## config.mk

```make
export PLATFORM = sky130hd
export DESIGN_NAME = rolhas_transfer_ctrl
export DESIGN_NICKNAME = d
export VERILOG_FILES = /design/src/rtl/rolhas_pkg.sv /design/src/rtl/rolhas_bin7_to_bcd.sv /design/src/rtl/rolhas_transfer_ctrl.sv
export SDC_FILE = /design/constraint.sdc
export NUM_CORES = 1
export LEC_CHECK = 0
export CORE_MARGIN = 2
export CORE_UTILIZATION = 56
export DETAILED_ROUTE_END_ITERATION = 8
export PLACE_DENSITY = 0.92
export SYNTH_ARGS = -nofsm -noshare
export SYNTH_HDL_FRONTEND = slang
export SYNTH_SLANG_ARGS = --single-unit
export TNS_END_PERCENT = 50
```

## constraint.sdc

```tcl
create_clock -name clk -period 5.8 [get_ports clk]
set_input_delay 1.16 -clock clk [delete_from_list [all_inputs] [get_ports clk]]
set_output_delay 1.16 -clock clk [all_outputs]
set_load 0.005 [all_outputs]
```

## src/rtl/rolhas_pkg.sv

```systemverilog
// Shared definitions for the cork-supply stage: FSM encoding, count width,
// default capacities and a small min-of-three helper.
package rolhas_pkg;

    localparam int CNT_W = 7;

    localparam int DEF_MAX_PRIM  = 99;
    localparam int DEF_MAX_SEC   = 99;
    localparam int DEF_MIN_LEVEL = 5;
    localparam int DEF_BATCH     = 20;

    typedef enum logic [1:0] {
        IDLE     = 2'b00,
        TRANSFER = 2'b01,
        SETTLE   = 2'b10
    } state_t;

    function automatic logic [CNT_W-1:0] min3(input logic [CNT_W-1:0] a,
                                             input logic [CNT_W-1:0] b,
                                             input logic [CNT_W-1:0] c);
        logic [CNT_W-1:0] m;
        m = (a < b) ? a : b;
        return (m < c) ? m : c;
    endfunction

endpackage

```

## src/rtl/rolhas_bin7_to_bcd.sv

```systemverilog
// Binary (0..127) to tens/units BCD converter for the primary cork count.
// Only present in builds with ROLHAS_BCD_OUT_EN defined.
`ifdef ROLHAS_BCD_OUT_EN
module rolhas_bin7_to_bcd
    import rolhas_pkg::*;
(
    input  logic [CNT_W-1:0] bin,
    output logic [3:0]       tens,
    output logic [3:0]       units
);

    logic [CNT_W-1:0] rem;

    // Repeated subtraction of ten; twelve steps cover the full 7-bit range.
    always_comb begin
        tens = '0;
        rem  = bin;
        for (int i = 0; i < 12; i++) begin
            if (rem >= 7'd10) begin
                rem  = rem - 7'd10;
                tens = tens + 4'd1;
            end
        end
        units = rem[3:0];
    end

endmodule
`endif

```

## src/rtl/rolhas_transfer_ctrl.sv

```systemverilog
// Cork-supply stage: operator-loaded reservoir feeding a primary buffer one cork
// per clock. Optional BCD outputs of the primary count under ROLHAS_BCD_OUT_EN.
module rolhas_transfer_ctrl
    import rolhas_pkg::*;
#(
    parameter int MAX_PRIM  = DEF_MAX_PRIM,
    parameter int MAX_SEC   = DEF_MAX_SEC,
    parameter int MIN_LEVEL = DEF_MIN_LEVEL,
    parameter int BATCH     = DEF_BATCH
)(
    input  logic             clk,
    input  logic             Nclr,
    input  logic             load_req,
    input  logic [CNT_W-1:0] load_qty,
    input  logic             consume,
    input  logic             refill_en,
    output logic [CNT_W-1:0] buffer_principal,
    output logic [CNT_W-1:0] buffer_secundario,
    output logic             ro,
    output logic             min_signal,
    output logic             busy,
    output logic             load_err,
    output logic             consume_err
`ifdef ROLHAS_BCD_OUT_EN
    ,
    output logic [3:0]       reg_rd,
    output logic [3:0]       reg_ru
`endif
);

    localparam logic [CNT_W-1:0] MAX_PRIM_C  = CNT_W'(MAX_PRIM);
    localparam logic [CNT_W:0]   MAX_SEC_C   = (CNT_W+1)'(MAX_SEC);
    localparam logic [CNT_W-1:0] MIN_LEVEL_C = CNT_W'(MIN_LEVEL);
    localparam logic [CNT_W-1:0] BATCH_C     = CNT_W'(BATCH);

    state_t           state;
    logic [CNT_W-1:0] prim;
    logic [CNT_W-1:0] sec;
    logic [CNT_W-1:0] remaining;

    logic [CNT_W:0]   load_sum;
    logic             load_ok;
    logic             move;
    logic [CNT_W-1:0] sec_loaded;
    logic [CNT_W-1:0] sec_next;

    // The overflow check is done at 8 bits on the pre-decrement reservoir.
    assign load_sum   = {1'b0, sec} + {1'b0, load_qty};
    assign load_ok    = load_req && (load_sum <= MAX_SEC_C);
    assign move       = (state == TRANSFER) && (remaining != '0) && (sec != '0);
    assign sec_loaded = load_ok ? load_sum[CNT_W-1:0] : sec;
    assign sec_next   = sec_loaded - CNT_W'(move);

    always_ff @(posedge clk or negedge Nclr) begin
        if (!Nclr) begin
            prim        <= '0;
            sec         <= '0;
            load_err    <= 1'b0;
            consume_err <= 1'b0;
        end else begin
            sec         <= sec_next;
            load_err    <= load_req && !load_ok;
            consume_err <= consume && (prim == '0) && !move;
            // A move and a consume in the same cycle cancel out on the primary.
            if (move && !consume)
                prim <= prim + 1'b1;
            else if (!move && consume && (prim != '0))
                prim <= prim - 1'b1;
        end
    end

    always_ff @(posedge clk or negedge Nclr) begin
        if (!Nclr) begin
            state     <= IDLE;
            remaining <= '0;
            busy      <= 1'b0;
        end else begin
            case (state)
                IDLE: begin
                    if (refill_en && (prim < MIN_LEVEL_C) && (sec != '0)) begin
                        state     <= TRANSFER;
                        busy      <= 1'b1;
                        remaining <= min3(BATCH_C, sec, MAX_PRIM_C - prim);
                    end
                end
                TRANSFER: begin
                    remaining <= remaining - 1'b1;
                    if ((remaining <= 7'd1) || (sec_next == '0) || !refill_en) begin
                        state <= SETTLE;
                        busy  <= 1'b0;
                    end
                end
                SETTLE: begin
                    state <= IDLE;
                    busy  <= 1'b0;
                end
                default: begin
                    state <= IDLE;
                    busy  <= 1'b0;
                end
            endcase
        end
    end

    assign buffer_principal  = prim;
    assign buffer_secundario = sec;
    assign ro                = (prim == '0);
    assign min_signal        = (prim < MIN_LEVEL_C);

`ifdef ROLHAS_BCD_OUT_EN
    logic [3:0] bcd_tens;
    logic [3:0] bcd_units;

    rolhas_bin7_to_bcd u_bcd (
        .bin   (prim),
        .tens  (bcd_tens),
        .units (bcd_units)
    );

    always_ff @(posedge clk or negedge Nclr) begin
        if (!Nclr) begin
            reg_rd <= '0;
            reg_ru <= '0;
        end else begin
            reg_rd <= bcd_tens;
            reg_ru <= bcd_units;
        end
    end
`endif

endmodule

```

; After elaboration in Yosys (flattened, before gate mapping)
; Index checks and enable logic that the tools add are counted.
[totals]
out_inout_bits = 19
regBits = 26
wordCells = 61
in_bits = 12
[classes]
n_reduce_logical = 27
mux = 13
eq_ne = 3
n_addsub = 6
magnitude_cmp = 5
[ops]
columns = cell, count
row1 = two-way mux 7 bit, 6
row2 = nonzero test 7 bit, 3
row3 = zero test 7 bit, 2
row4 = case mux 7 bit (2 select lines), 1
row5 = "subtractor 7 x 1 -> 7 bit, second input constant", 2
row6 = logical AND 1 bit, 11
row7 = adder 7 x 7 -> 8 bit, 1
row8 = "<= comparator 8 x 7 -> 1 bit, second input constant", 1
row9 = "adder 7 x 1 -> 7 bit, second input constant", 1
row10 = "<= comparator 7 x 1 -> 1 bit, second input constant", 1
row11 = "less-than comparator 5 x 7 -> 1 bit, first input constant", 1
row12 = "less-than comparator 7 x 3 -> 1 bit, second input constant", 1
row13 = less-than comparator 7 bit, 1
row14 = subtractor 7 x 1 -> 7 bit, 1
row15 = "subtractor 7 bit, first input constant", 1
row16 = zero test 1 bit, 4
row17 = two-way mux 2 bit, 2
row18 = case mux 2 bit (2 select lines), 1
row19 = AND reduction 2 bit, 2
row20 = nonzero test 2 bit, 2
row21 = "equality test 2 x 1 -> 1 bit, second input constant", 1
row22 = zero test 2 bit, 1
row23 = logical OR 1 bit, 2
row24 = two-way mux 1 bit, 2
row25 = other kinds (3), 3

; Logic depth before layout (Yosys ltp)
; Gate-level depths: netlist (run 1).
[logic_depth]
word_depth = 10
depth_mapped = 19
ltp_nobuf = 18

; Least setup slack after synthesis (run 1)
; Ideal clock, no wire load.
[synth_path]
path_kind = input to register
start = in load_qty[0]
end = reg busy
setup_time_ns = 0.124
required_time_ns = 5.676
n_path_buf = 1
t_arrival_ns = 5.041
slack_ns = 0.635
stages = 18
cell_sequence = ha_1 -> inv_1 -> fa_1 -> nand2b_1 -> a2111oi_0 -> a311oi_1 -> a311o_1 -> buf_6 -> nand2_4 -> mux2i_1 -> ha_1 -> ha_1 -> or4bb_1 -> o311a_1 -> nor3b_1 -> xor2_1 -> a41oi_1 -> o31a_1
[synth_between]
elab_chain_cells = 10
[synth_rtl]
columns = element, line
row1 = from (decl), rolhas_transfer_ctrl.sv:14  ; input logic [CNT_W-1:0] load_qty,
row2 = adder 7 x 7 -> 8 bit (*), rolhas_transfer_ctrl.sv:48  ; assign load_sum = {1'b0, sec} + {1'b0, load_qty};
row3 = <= comparator 8 x 7 -> 1 bit, rolhas_transfer_ctrl.sv:49  ; assign load_ok = load_req && (load_sum <= MAX_SEC_C);
row4 = logical AND 1 bit, rolhas_transfer_ctrl.sv:49
row5 = two-way mux 7 bit (*), rolhas_transfer_ctrl.sv:51  ; assign sec_loaded = load_ok ? load_sum[CNT_W-1:0] : sec;
row6 = subtractor 7 x 1 -> 7 bit (*), rolhas_transfer_ctrl.sv:52  ; assign sec_next = sec_loaded - CNT_W'(move);
row7 = zero test 7 bit (*), rolhas_transfer_ctrl.sv:88  ; if ((remaining <= 7'd1) || (sec_next == '0) || !refill_en) begin
row8 = logical OR 1 bit (*) (2 in series), rolhas_transfer_ctrl.sv:88
row9 = inequality test 2 x 1 -> 1 bit (no source line) (*), n/a
row10 = AND reduction 2 bit (no source line) (*), n/a
row11 = to (signal assigned), rolhas_transfer_ctrl.sv:90  ; busy <= 1'b0;
row12 = to (signal assigned), rolhas_transfer_ctrl.sv:95  ; busy <= 1'b0;
row13 = to (signal assigned), rolhas_transfer_ctrl.sv:99  ; busy <= 1'b0;
row14 = to (decl), rolhas_transfer_ctrl.sv:21  ; output logic busy,
; Every way passes the cells marked *; elsewhere a longest branch is shown, timed or not.
; A chain may end at the register's enable or synchronous reset.

; Worst setup path in the final report (run 1)
; Same ends and word-level chain as after synthesis.

==> flow_results.org, run 1 <==
** Floorplanning
- The floorplan step defined a die boundary enclosing 0.00479 mm2.
- Initial cell density of the core :: 0.587
- The floorplan has 23 rows.
- For this design the top-level I/O count stands at 31.
- In this run the horizontal extent of the chip is 69.2 um.
- Floorplan Core Area :: 0.00406 mm2
- Die height :: 69.2 um

** Synth
- Number of register bits inferred by synthesis :: 25
- Fraction of registers with async set or reset after synthesis :: 1.00
- The mapped netlist covers 0.00238 mm2.
- Post-Synthesis Cells :: 269
- Number of flops mapped to enable cells by yosys :: 0
- Syn avg cell area :: 8.86 um2
- Commonest register cell after synthesis :: dfrtp_1
- Number of different library cells in the post-synthesis netlist :: 63
- Synth Warn # :: 0
- The share of the Yosys chip area taken by registers is 0.262.

** STA
- Final count of hold timing violations :: 0
- The clock arrives with 0.00645 ns of skew.
- Worst path setup slack after routing :: 0.317 ns
- Number of max-slew violations in the final report :: 0
- Unrepaired setup endpoints after global routing :: no
- For this run, the top clock speed supported by timing is 0.182 GHz.
- For the pin with the worst max-slew slack, the measured transition is 1.09 ns.
- Relative slew slack :: 0.272
- The worst path in the final design needs a cycle of 5.48 ns, including I/O delays and setup.
- Setup violations remaining at the end of the flow were counted as 0.
- In the finished design, the share of the clock period the worst path needs comes to 0.945.

** Layout
- Area growth from synthesis to layout :: 17.5%
- Number of inserted diodes :: 0
- Measured on the finished design, the core utilization comes to 0.690.
- Fraction of layout instances using a drive strength above 1 :: 0.0882
- Post-layout net count :: 345
- The finished cells cover 0.00280 mm2.

** Run status
- Result of the run :: complete, no violations

** Pwr
- The analysis attributes to cell leakage a power of 1.21 nW.
- Power per cell area :: 606 mW/mm2
- IR analysis of the VDD net gives a maximum drop of 335 uV.

** Placed design
- The wire-length estimate of the detail-placed layout is 4360 um.
- OpenSTA, run right after detailed placement, puts the worst setup slack at -0.0275 ns.
- After detailed placement, the total cell area comes to 0.00274 mm2.
- Routability-driven placement congestion ratio :: 0.934
- Quantity of I/O buffers inserted on ports :: 30

** Routing
- Vias per Instance :: 5.99
- The first detailed-routing pass ran for 4 iterations.
- Detailed-route wire length per cell :: 15.6 um
- Once detail routing completed, the nets flagged for antenna violations numbered 0.
- DRC violations left :: 0
- Initial DRC count :: 173
- Across all layers, the routed design uses 2133 vias.
- Wires add up to 5570 um.

** Setup path
- Category of the most critical setup path :: input pin to flop
- Critical path data required time :: 5.97 ns
- STA puts the critical path data arrival time at 5.65 ns.
- The worst setup path is captured at a flop.
- Biggest fanout along the worst timing path :: 6
- Crit start category :: input pin

** GRT
- Across every metal layer, demand over resource in global routing totals 0.244.
- Most crowded layer after global routing :: met2
- In the global route stage, met3 resource usage came out at 0.0494.
- Congestion Overflow GR :: 0
- Global-route wire length before repair :: 9650 um
- Entering global routing, the biggest net connects 26 pins.
- Vias in the first global route :: 2041
- GR met1 Demand/Resource :: 0.356
- Antenna violations before repair :: 0
- GR Layer Usage met2 :: 0.362

** Clock tree
- For this design, the sink count on the clock tree is 25.
- Maximum level of the CTS H-tree :: 1
- The number of setup buffers added after CTS is 0.
- CTS Buf Count :: 3
- CTS root buffer :: clkbuf_8
- Number of buffers on the longest clock path :: 2
- TritonCTS built the clock tree.
- Hold buffer count at CTS :: 0
- The later pin in the worst-skew pair is clocked with a latency of 0.27 ns.
- Clock-pin slew reported for the worst setup and hold paths after clock tree synthesis :: 0.08 ns

** Hold path
- The tightest min-delay check is of the flop to flop type.

** Flow run
- Number of maximum-capacitance violations :: 0
## power breakdown
group          total, W  internal, W  switching (W)  leakage (nW)
clock          0.000102    0.0000492      0.0000531        0.0228
sequential     0.000390     0.000255       0.000135         0.296
combinational   0.00121     0.000559       0.000647         0.892
total           0.00170     0.000863       0.000835          1.21
## kinds of logic (layout without fill, tap and decap cells)
group,count (synthesis),in the layout,share of synthesized area
AOI/OAI and AO/OA,78,78,0.230
xor gates and xnor gates,23,23,0.0845
adders and majority gates,26,26,0.143
buffers and inverters,21,57,0.0514
DFF,25,25,0.262
muxes,5,5,0.0215
other,1,2,0.00157
and+or+nand+nor,90,90,0.206
## sequential cells by signal (all words and copies together) (netlist names)
name / count
load_err: 1
buffer_secundario: 7
busy: 1
buffer_principal: 7
state: 1
consume_err: 1
remaining: 7
## routing by layer
| layer | share of wire | vias up | wire (um) |
|---|---|---|---|
| met4 | 0.013 | 0 | 74 |
| met2 | 0.45 | 48 | 2510 |
| met1 | 0.48 | 1007 | 2690 |
| li1 | - | 1072 | - |
| met5 | 0 | - | 0 |
| met3 | 0.053 | 6 | 293 |
## through the flow
stage / instances / total power, W / hold slack, ns / TNS, ns
finish: 356 / 0.00170 / 0.560 / 0
global route: 356 / 0.00186 / 0.615 / 0
CTS: 356 / 0.00166 / 0.560 / 0
detailed placement: 352 / 0.00156 / 0.549 / -0.0275
global placement: 352 / 0.00152 / 0.538 / 0
floorplan: 270 / 0.00122 / 0.497 / 0
## final timing paths
kind	cells after the start	slack, ns	to	startpoint
setup / recovery	18	0.32	busy$_DFFE_PN0P_	load_qty[0]
hold / removal	1	0.56	buffer_principal[6]$_DFFE_PN0P_	buffer_principal[6]$_DFFE_PN0P_
setup reg to reg	17	1.10	busy$_DFFE_PN0P_	buffer_secundario[0]$_DFF_PN0_
hold reg to reg	1	0.56	buffer_principal[6]$_DFFE_PN0P_	buffer_principal[6]$_DFFE_PN0P_
max in group asynchronous	1	3.67	buffer_secundario[3]$_DFF_PN0_	Nclr
min in group asynchronous	1	1.47	remaining[5]$_DFFE_PN0P_	Nclr
## synth_stat cells (all sizes together) (2+ instances only)
master / instances / share of area
xnor2: 16 / 0.059
or4: 2 / 0.0063
nand2: 16 / 0.028
a21boi: 2 / 0.0079
or2: 2 / 0.0052
mux2i: 4 / 0.017
ha: 24 / 0.13
buf: 2 / 0.0094
o31ai: 4 / 0.013
o21bai: 3 / 0.0094
nand3: 6 / 0.013
o31a: 2 / 0.0074
or3: 4 / 0.010
xor2: 7 / 0.026
nor3b: 4 / 0.013
a21oi: 24 / 0.050
dfrtp: 25 / 0.26
and2b: 3 / 0.010
nor2: 20 / 0.031
o21ai: 11 / 0.023
nor3: 8 / 0.017
inv: 17 / 0.027
nor4: 3 / 0.0079
a211oi: 2 / 0.0063
fa: 2 / 0.017
and3: 9 / 0.025
a311oi: 2 / 0.0074
a31oi: 4 / 0.010
o22ai: 2 / 0.0052
nand4: 3 / 0.0079
a21o: 6 / 0.019
o211ai: 2 / 0.0063
nand2b: 4 / 0.010
## repair_timing
item                                    CTS  global route
resized for setup                         0             5
hold endpoints to repair                  0             0
endpoints found under the setup margin    0             2
## placed cells by master, fill, tap and decap left out, types with 2 or more instances in the layout
| cell | netlist | routed |
|---|---|---|
| xor2_1 | 7 | 7 |
| xnor2_1 | 16 | 16 |
| o31ai_1 | 4 | 4 |
| mux2i_1 | 4 | 4 |
| ha_1 | 24 | 23 |
| o21bai_1 | 3 | 3 |
| o21ai_0 | 10 | 10 |
| o31a_1 | 2 | 2 |
| nor2_1 | 20 | 20 |
| nand4_1 | 3 | 3 |
| nor3b_1 | 4 | 3 |
| dfrtp_1 | 25 | 25 |
| nand2_1 | 15 | 15 |
| or2_2 | 2 | 2 |
| nand2b_1 | 4 | 4 |
| o211ai_1 | 2 | 2 |
| and3_2 | 3 | 3 |
| nor3_1 | 8 | 8 |
| or4_1 | 2 | 2 |
| a211oi_1 | 2 | 2 |
| and2b_1 | 2 | 2 |
| nor4_1 | 3 | 3 |
| and3_1 | 6 | 6 |
| conb_1 | 1 | 2 |
| o22ai_1 | 2 | 2 |
| nand3_1 | 6 | 6 |
| clkbuf_8 | 0 | 3 |
| buf_4 | 0 | 6 |
| fa_1 | 2 | 2 |
| a31oi_1 | 4 | 4 |
| or3_1 | 4 | 4 |
| a21oi_1 | 24 | 24 |
| inv_1 | 17 | 17 |
| a21o_1 | 5 | 5 |
| clkdlybuf4s50_1 | 0 | 30 |
## critical path, stage by stage
cell	delay, ns
clkdlybuf4s50_1	0.46
ha_1	0.18
inv_1	0.06
fa_1	0.42
nand2b_1	0.25
a2111oi_2	0.35
a311oi_2	0.12
a311o_1	0.40
nand2_4	0.08
mux2i_1	0.25
ha_1	0.21
ha_2	0.24
or4bb_1	0.40
o311a_1	0.19
nor3b_2	0.23
xor2_1	0.22
a41oi_1	0.16
o31a_1	0.27
## final cells by class
| type | instances | area (um2) |
|---|---|---|
| Clock buffer | 4 | 45.0 |
| Fill cell | 320 | 1260 |
| Inverter | 17 | 63.8 |
| Multi-Input combinational cell | 224 | 1660 |
| Sequential cell | 25 | 626 |
| Tap cell | 50 | 62.6 |
| Timing Repair Buffer | 36 | 345 |
Note: power is estimated with default switching activity, not from simulation.
==> run 2: changes to the inputs <==
Settings changed: CAP_MARGIN set to 20.
==> flow_results.org, run 2 (synthesis results as in run 1) <==
** Run status
- Result of the run :: complete, no violations (unchanged)

** Floorplanning
- The initial core utilization was 0.587 (unchanged).
- The site row count is 23 (unchanged).
- Floorplan Core Area :: 0.00406 mm2 (unchanged)
- The width of the die is 69.2 um (unchanged).
- The number of placed I/O pins was 31 (unchanged).
- The chip height is 69.2 um (unchanged).
- Die area :: 0.00479 mm2 (unchanged)

** Routing
- Vias per Instance :: 6.04 (was 5.99)
- The sum of met3 wire segment lengths after detailed routing came to 285 um (was 293 um).
- The detailed-routing wirelength on met1 was 2710 um (was 2690 um).
- Detailed-route wire length per cell :: 15.7 um (was 15.6 um)
- DRC violations left :: 0 (unchanged)
- The met2 wire length came to 2530 um (was 2510 um).
- The total number of vias was 2156 (was 2133).
- Initial DRC count :: 175 (was 173)
- The topmost layer with routed signal wires was met4 (unchanged).
- DRT Pass-1 Iters :: 4 (unchanged)
- The total wire length was 5590 um (was 5570 um).
- The residual antenna-violating net count after detailed routing is 0 (unchanged).

** Clock tree
- The insertion delay of the later-clocked pin in the worst-skew pair was 0.27 ns (about the same).
- The number of buffers added by the clock tree synthesis step was 3 (unchanged).
- Post-CTS Setup Bufs :: 0 (unchanged)
- The depth of the CTS H-tree is 1 (unchanged).
- Clock tree from TritonCTS :: done (unchanged)
- The CTS root buffer was clkbuf_8 (unchanged).
- Clock-pin slew reported for the worst setup and hold paths after clock tree synthesis :: 0.08 ns (about the same)
- The clock sink count came to 25 (unchanged).
- Number of buffers on the longest clock path :: 2 (unchanged)

** Placed design
- The post-place setup slack was -0.0275 ns (unchanged).
- The count of buffers from port buffering was 30 (unchanged).
- The half-perimeter wire length of the detailed placement result was 4360 um (unchanged).
- The global placer's final weighted congestion is 0.934 (unchanged).

** Hold path
- Tightest Hold Check Type :: flop to flop (unchanged)

** GRT
- The number of global-route vias before repair is 2041 (unchanged).
- The first-pass GRT wire length is 9650 um (unchanged).
- Congestion Overflow GR :: 0 (unchanged)
- Antenna violations before repair :: 0 (unchanged)
- Pin count of the biggest net entering global routing :: 26 (unchanged)
- The overall global routing resource usage is 0.244 (unchanged).

** Setup path
- Critical path data required time :: 5.97 ns (about the same)
- Category of the most critical setup path :: input pin to flop (unchanged)
- Data arrival at the endpoint of the critical path :: 5.64 ns (was 5.65 ns)
- The endpoint class of the critical path is a flop (unchanged).
- Biggest fanout along the worst timing path :: 6 (unchanged)
- The worst-case register-to-register setup slack was 1.11 ns (was 1.10 ns).
- The kind of launch point of the worst setup path is an input pin (unchanged).

** STA
- The worst setup margin is 0.324 ns (was 0.317 ns).
- Unrepaired setup endpoints after global routing: no (unchanged).
- Relative slew slack :: 0.568 (was 0.272)
- Number of max-slew violations in the final report :: 0 (unchanged)
- The setup total negative slack came to 0 ns (unchanged).
- Worst setup skew after layout :: 0.00539 ns (was 0.00645 ns)
- The time the worst path needs with I/O delays and setup came to 5.48 ns (about the same).
- Share of the clock period used by the worst path after layout :: 0.944 (was 0.945)
- Total of endpoints with negative setup slack in the final report :: 0 (unchanged)
- Final count of hold timing violations :: 0 (unchanged)
- The highest clock rate came to 0.183 GHz (was 0.182 GHz).
- The transition time at the pin with the least slew margin is 0.645 ns (was 1.09 ns).

** Layout
- The fraction of final layout cells with drive strength greater than 1 was 0.0912 (was 0.0882).
- Area growth from synthesis to layout :: 18.2% (was 17.5%)
- Most frequent standard cell in the layout excluding fill and tap cells :: clkdlybuf4s50_1 (unchanged)
- Number of inserted diodes :: 0 (unchanged)
- The number of nets in the final layout came to 346 (was 345).
- Highest-count cells in the layout ignoring fill and taps :: clkdlybuf4s50_1 (30), dfrtp_1 (25), a21oi_1 (24), ha_1 (23), nor2_1 (20) (unchanged)
- The number of filler instances in the final layout was 318 (was 320).
- Utilization of the core after routing :: 0.694 (was 0.690)

** Pwr
- The relative contribution of sequential cells to total power came to 0.229 (was 0.230).
- The maximum vdd drop was 335 uV (about the same).
- Internal power :: 0.000864 W (was 0.000863 W)
- Sw Pwr :: 0.000836 W (was 0.000835 W)
- Fraction of power consumed by the clock network :: 0.060 (about the same)
- The power density over the cells is 604 mW/mm2 (was 606 mW/mm2).
- Switch share :: 0.492 (about the same)
- The share of power burned in combinational logic is 0.711 (was 0.710).
- Leak Pwr :: 1.22 nW (was 1.21 nW)

** Flow run
- The total of max-cap violations is 0 (unchanged).
==> run 2: cell types whose count changed in the layout (fill, tap and decap cells not counted), sizes merged <==
cell / delta
buf: +1
==> run 2: final cells by class <==
| class | count | area (um2) | area share |
|---|---|---|---|
| clock buffers | 4 | 45.0 | 0.0160 |
| inverters | 17 | 63.8 | 0.0227 |
| multi-input cells | 224 | 1660 | 0.589 |
| flip-flops and latches | 25 | 626 | 0.222 |
| well taps | 50 | 62.6 | 0.0222 |
| repair buffers | 37 | 360 | 0.128 |
==> run 2: per-stage QoR <==
stage,instance area (um2),cells,hold slack [ns],total power (W)
floorplan,2390,270,0.497,0.00122
global placement,2740,352,0.538,0.00152
detailed placement,2740,352,0.549,0.00156
CTS,2780,356,0.560,0.00166
global route,2820,357,0.615,0.00186
finish,2820,357,0.560,0.00170
==> run 2: repair_timing <==
action,in CTS,in global routing
gates resized for setup,0,5
hold endpoints to repair,0,0
setup endpoints to repair,0,2
hold buffers,0,0
==> run 2: routing by layer <==
| layer | up-vias | global-route usage |
|---|---|---|
| met3 | 6 | 0.0494 |
| met5 | - | 0 |
| met2 | 50 | 0.362 |
| li1 | 1072 | - |
| met1 | 1028 | 0.356 |
| met4 | 0 | 0.0784 |
==> run 2: worst max-delay path, cell delays in order <==
cell             delay (ns)
clkdlybuf4s50_1        0.46
ha_1                   0.18
inv_1                  0.06
fa_1                   0.42
nand2b_1               0.25
a2111oi_2              0.35
a311oi_2               0.12
a311o_1                0.41
nand2_4                0.08
mux2i_1                0.25
ha_1                   0.21
ha_2                   0.23
or4bb_1                0.40
o311a_1                0.19
nor3b_2                0.23
xor2_1                 0.22
a41oi_1                0.16
o31a_1                 0.26
==> run 2: power groups by stage <==
stage | combinational [W] | sequential, W | clock, W
2_1_floorplan | 0.000859 | 0.000358 | 0
3_3_place_gp | 0.00113 | 0.000389 | 0
3_5_place_dp | 0.00117 | 0.000390 | 0
4_1_cts | 0.00117 | 0.000387 | 0.000105
5_1_grt | 0.00134 | 0.000408 | 0.000112
6_report | 0.00121 | 0.000390 | 0.000101
==> run 2: final timing paths <==
kind	from	endpoint	cells past startpoint
worst max-delay path	load_qty[0]	busy$_DFFE_PN0P_	18
worst min-delay path	buffer_principal[6]$_DFFE_PN0P_	buffer_principal[6]$_DFFE_PN0P_	1
worst max register to register	buffer_secundario[0]$_DFF_PN0_	busy$_DFFE_PN0P_	17
worst min register to register	buffer_principal[6]$_DFFE_PN0P_	buffer_principal[6]$_DFFE_PN0P_	1
max in group asynchronous	Nclr	buffer_secundario[3]$_DFF_PN0_	2
min in group asynchronous	Nclr	remaining[5]$_DFFE_PN0P_	1
==> run 3: changes to the inputs <==
Settings changed: CTS_BUF_LIST set to sky130_fd_sc_hd__clkbuf_4 sky130_fd_sc_hd__clkbuf_8 sky130_fd_sc_hd__clkbuf_16.
==> flow_results.org, run 3 (synthesis results as in run 1) <==
** Run status
- Result of the run :: complete, no violations (unchanged)

** Clock tree
- The total of cells resized after clock tree synthesis was 0 (unchanged).
- Hold buffer count at CTS :: 0 (unchanged)
- CTS root buffer :: clkbuf_8 (unchanged)
- The number of buffers added by the clock tree synthesis step is 3 (unchanged).
- Clock latency on the worst-skew pair :: 0.27 ns (about the same)
- The depth of the CTS H-tree came to 1 (unchanged).
- The clock input transition at the sequential cells of the worst setup and hold paths was 0.08 ns (about the same).
- Clock tree from TritonCTS :: done (unchanged)
- The clock sink count came to 25 (unchanged).
- Number of buffers on the longest clock path :: 2 (unchanged)
- The total setup buffers inserted after CTS was 0 (unchanged).

** STA
- Relative slew slack :: 0.568 (about the same)
- The transition time at the pin with the least slew margin came to 0.645 ns (about the same).
- Setup TNS :: 0 ns (unchanged)
- The number of max-slew violations in the final report is 0 (unchanged).
- The number of endpoints with negative hold slack in the final report was 0 (unchanged).
- The highest clock rate was 0.182 GHz (was 0.183 GHz).
- Min Clock Period, post-route :: 5.49 ns (was 5.48 ns)
- Unrepaired setup endpoints after global routing: no (unchanged).
- Total of endpoints with negative setup slack in the final report :: 0 (unchanged)
- Worst setup skew after layout :: 0.00430 ns (was 0.00539 ns)
- The ratio of final minimum period to clock period came to 0.946 (was 0.944).

** Layout
- The post-synthesis to final-layout area growth was 18.3% (was 18.2%).
- The count of inserted antenna diode cells was 0 (unchanged).
- Layout Cell Area excl Fill :: 0.00282 mm2 (about the same)
- Post-layout net count :: 346 (unchanged)
- Highest-count cells in the layout ignoring fill and taps :: clkdlybuf4s50_1 (30), dfrtp_1 (25), a21oi_1 (24), ha_1 (23), nor2_1 (20) (unchanged)
- Most frequent standard cell in the layout excluding fill and tap cells :: clkdlybuf4s50_1 (unchanged)
- The number of filler instances in the final layout is 318 (unchanged).
- The final design utilization was 0.695 (was 0.694).
- The fraction of final layout cells with drive strength greater than 1 is 0.0945 (was 0.0912).

** Flow run
- Number of maximum-capacitance violations :: 0 (unchanged)

** GRT
- Pin count of the biggest net entering global routing :: 26 (unchanged)
- The number of global-route vias before repair was 2043 (was 2041).
- The initial antenna violation count is 0 (unchanged).
- The total congestion overflow is 0 (unchanged).
- The overall global routing resource usage came to 0.244 (unchanged).
- The first-pass GRT wire length came to 9650 um (unchanged).

** Pwr
- Post-layout power :: 0.00170 W (about the same)
- The maximum vdd drop was 352 uV (was 335 uV).
- Leak Pwr :: 1.22 nW (about the same)
- Power per cell area :: 604 mW/mm2 (about the same)

** Setup path
- The maximum single-stage delay on the critical path came to 0.46 ns (about the same).
- Source of the worst register-to-register timing path :: buffer_secundario[0]$_DFF_PN0_ (unchanged)
- The destination of the worst register-to-register timing path is busy$_DFFE_PN0P_ (unchanged).
- Launching instance or port of the critical path :: load_qty[0] (unchanged)
- The worst-case register-to-register setup slack was 1.10 ns (was 1.11 ns).
- Cell with the largest stage delay on the worst path :: clkdlybuf4s50_1 (unchanged)
- The logic depth of the worst register-to-register path was 17 (unchanged).
- The critical path class was input pin to flop (unchanged).
- The most frequent cell on the critical path is ha_1 (unchanged).
- Critical path cell sequence: clkdlybuf4s50_1, ha_1, inv_1, fa_1, nand2b_1, a2111oi_2, a311oi_2, a311o_1, nand2_4, mux2i_1, ha_1, ha_2, or4bb_1, o311a_1, nor3b_2, xor2_1, a41oi_1, o31a_1 (unchanged).
- The endpoint class of the critical path was a flop (unchanged).
- Crit path to :: busy$_DFFE_PN0P_ (unchanged)
- Biggest fanout along the worst timing path :: 6 (unchanged)
- Crit start category :: input pin (unchanged)
- The arrival time of the worst setup path came to 5.65 ns (was 5.64 ns).
- The critical path required time came to 5.97 ns (about the same).

** Hold path
- The worst min-delay path class is flop to flop (unchanged).
- Cell depth of the worst hold path :: 1 (unchanged)

** Placed design
- The count of buffers from port buffering came to 30 (unchanged).
- The half-perimeter wire length of the detailed placement result is 4360 um (unchanged).
- Placement Cell Area :: 0.00274 mm2 (unchanged)
- Routability-driven placement congestion ratio :: 0.934 (unchanged)

** Routing
- Via count of the routed design :: 2172 (was 2156)
- Initial DRC count :: 165 (was 175)
- Detailed-route wire length per cell :: 15.6 um (was 15.7 um)
- DRT Pass-1 Iters :: 4 (unchanged)
- The residual antenna-violating net count after detailed routing is 0 (unchanged).
- The post-route DRC violation count was 0 (unchanged).
- The per-cell via count in the routed design came to 6.08 (was 6.04).
- Final Routed Wirelength :: 5590 um (about the same)

** Floorplanning
- Die height :: 69.2 um (unchanged)
- Floorplan Core Area :: 0.00406 mm2 (unchanged)
- Initial cell density of the core :: 0.587 (unchanged)
- The site row count came to 23 (unchanged).
- The width of the die came to 69.2 um (unchanged).
- Die area :: 0.00479 mm2 (unchanged)
- Io pins :: 31 (unchanged)
[run 3: worst min-delay path by stage]
stage,startpoint,end,slack [ns]
finish,buffer_principal[6]$_DFFE_PN0P_,buffer_principal[6]$_DFFE_PN0P_,0.56
global placement,remaining[1]$_DFFE_PN0P_,remaining[1]$_DFFE_PN0P_,0.54
CTS,buffer_principal[6]$_DFFE_PN0P_,buffer_principal[6]$_DFFE_PN0P_,0.56
floorplan,remaining[1]$_DFFE_PN0P_,remaining[1]$_DFFE_PN0P_,0.50
global route,remaining[6]$_DFFE_PN0P_,remaining[6]$_DFFE_PN0P_,0.61
detailed placement,buffer_principal[6]$_DFFE_PN0P_,buffer_principal[6]$_DFFE_PN0P_,0.55
[run 3: worst max-delay path, delay by kind of cell]
| kind | cells | cell delay, ns |
|---|---|---|
| adder cells (fa/ha/maj) | 4 | 1.05 |
| multiplexers | 1 | 0.25 |
| AND/OR/NAND/NOR | 4 | 0.96 |
| buffers and inverters | 2 | 0.52 |
| XOR/XNOR | 1 | 0.23 |
| AO/OA/AOI/OAI | 6 | 1.49 |
[run 3: stage by stage]
step	cells	hold slack, ns	setup WS [ns]
6_report	357	0.560	0.314
5_1_grt	357	0.615	0.0853
3_3_place_gp	352	0.538	0.137
3_5_place_dp	352	0.549	-0.0275
4_1_cts	356	0.560	0.278
2_1_floorplan	270	0.497	0.635
[run 3: power by group]
group / leakage (nW) / switching, W / internal (W)
Combinational: 0.899 / 0.000648 / 0.000560
Sequential: 0.296 / 0.000134 / 0.000255
Clock: 0.0262 / 0.0000528 / 0.0000539
Total: 1.22 / 0.000835 / 0.000869
[run 3: layout make-up]
cell class                 instances  area, um2  area share
multi-input combinational        224       1660       0.588
sequential                        25        626       0.222
timing repair buffer              37        360       0.128
tap                               50       62.6      0.0222
inverter                          17       63.8      0.0226
clock buffer                       4       48.8      0.0173
[run 3: routing by layer]
metal	share of wire	vias to the layer above	GRT usage
met5	0	-	0
met2	0.45	58	0.362
met3	0.060	11	0.0494
met4	0.018	0	0.0784
met1	0.47	1032	0.356
li1	-	1071	-
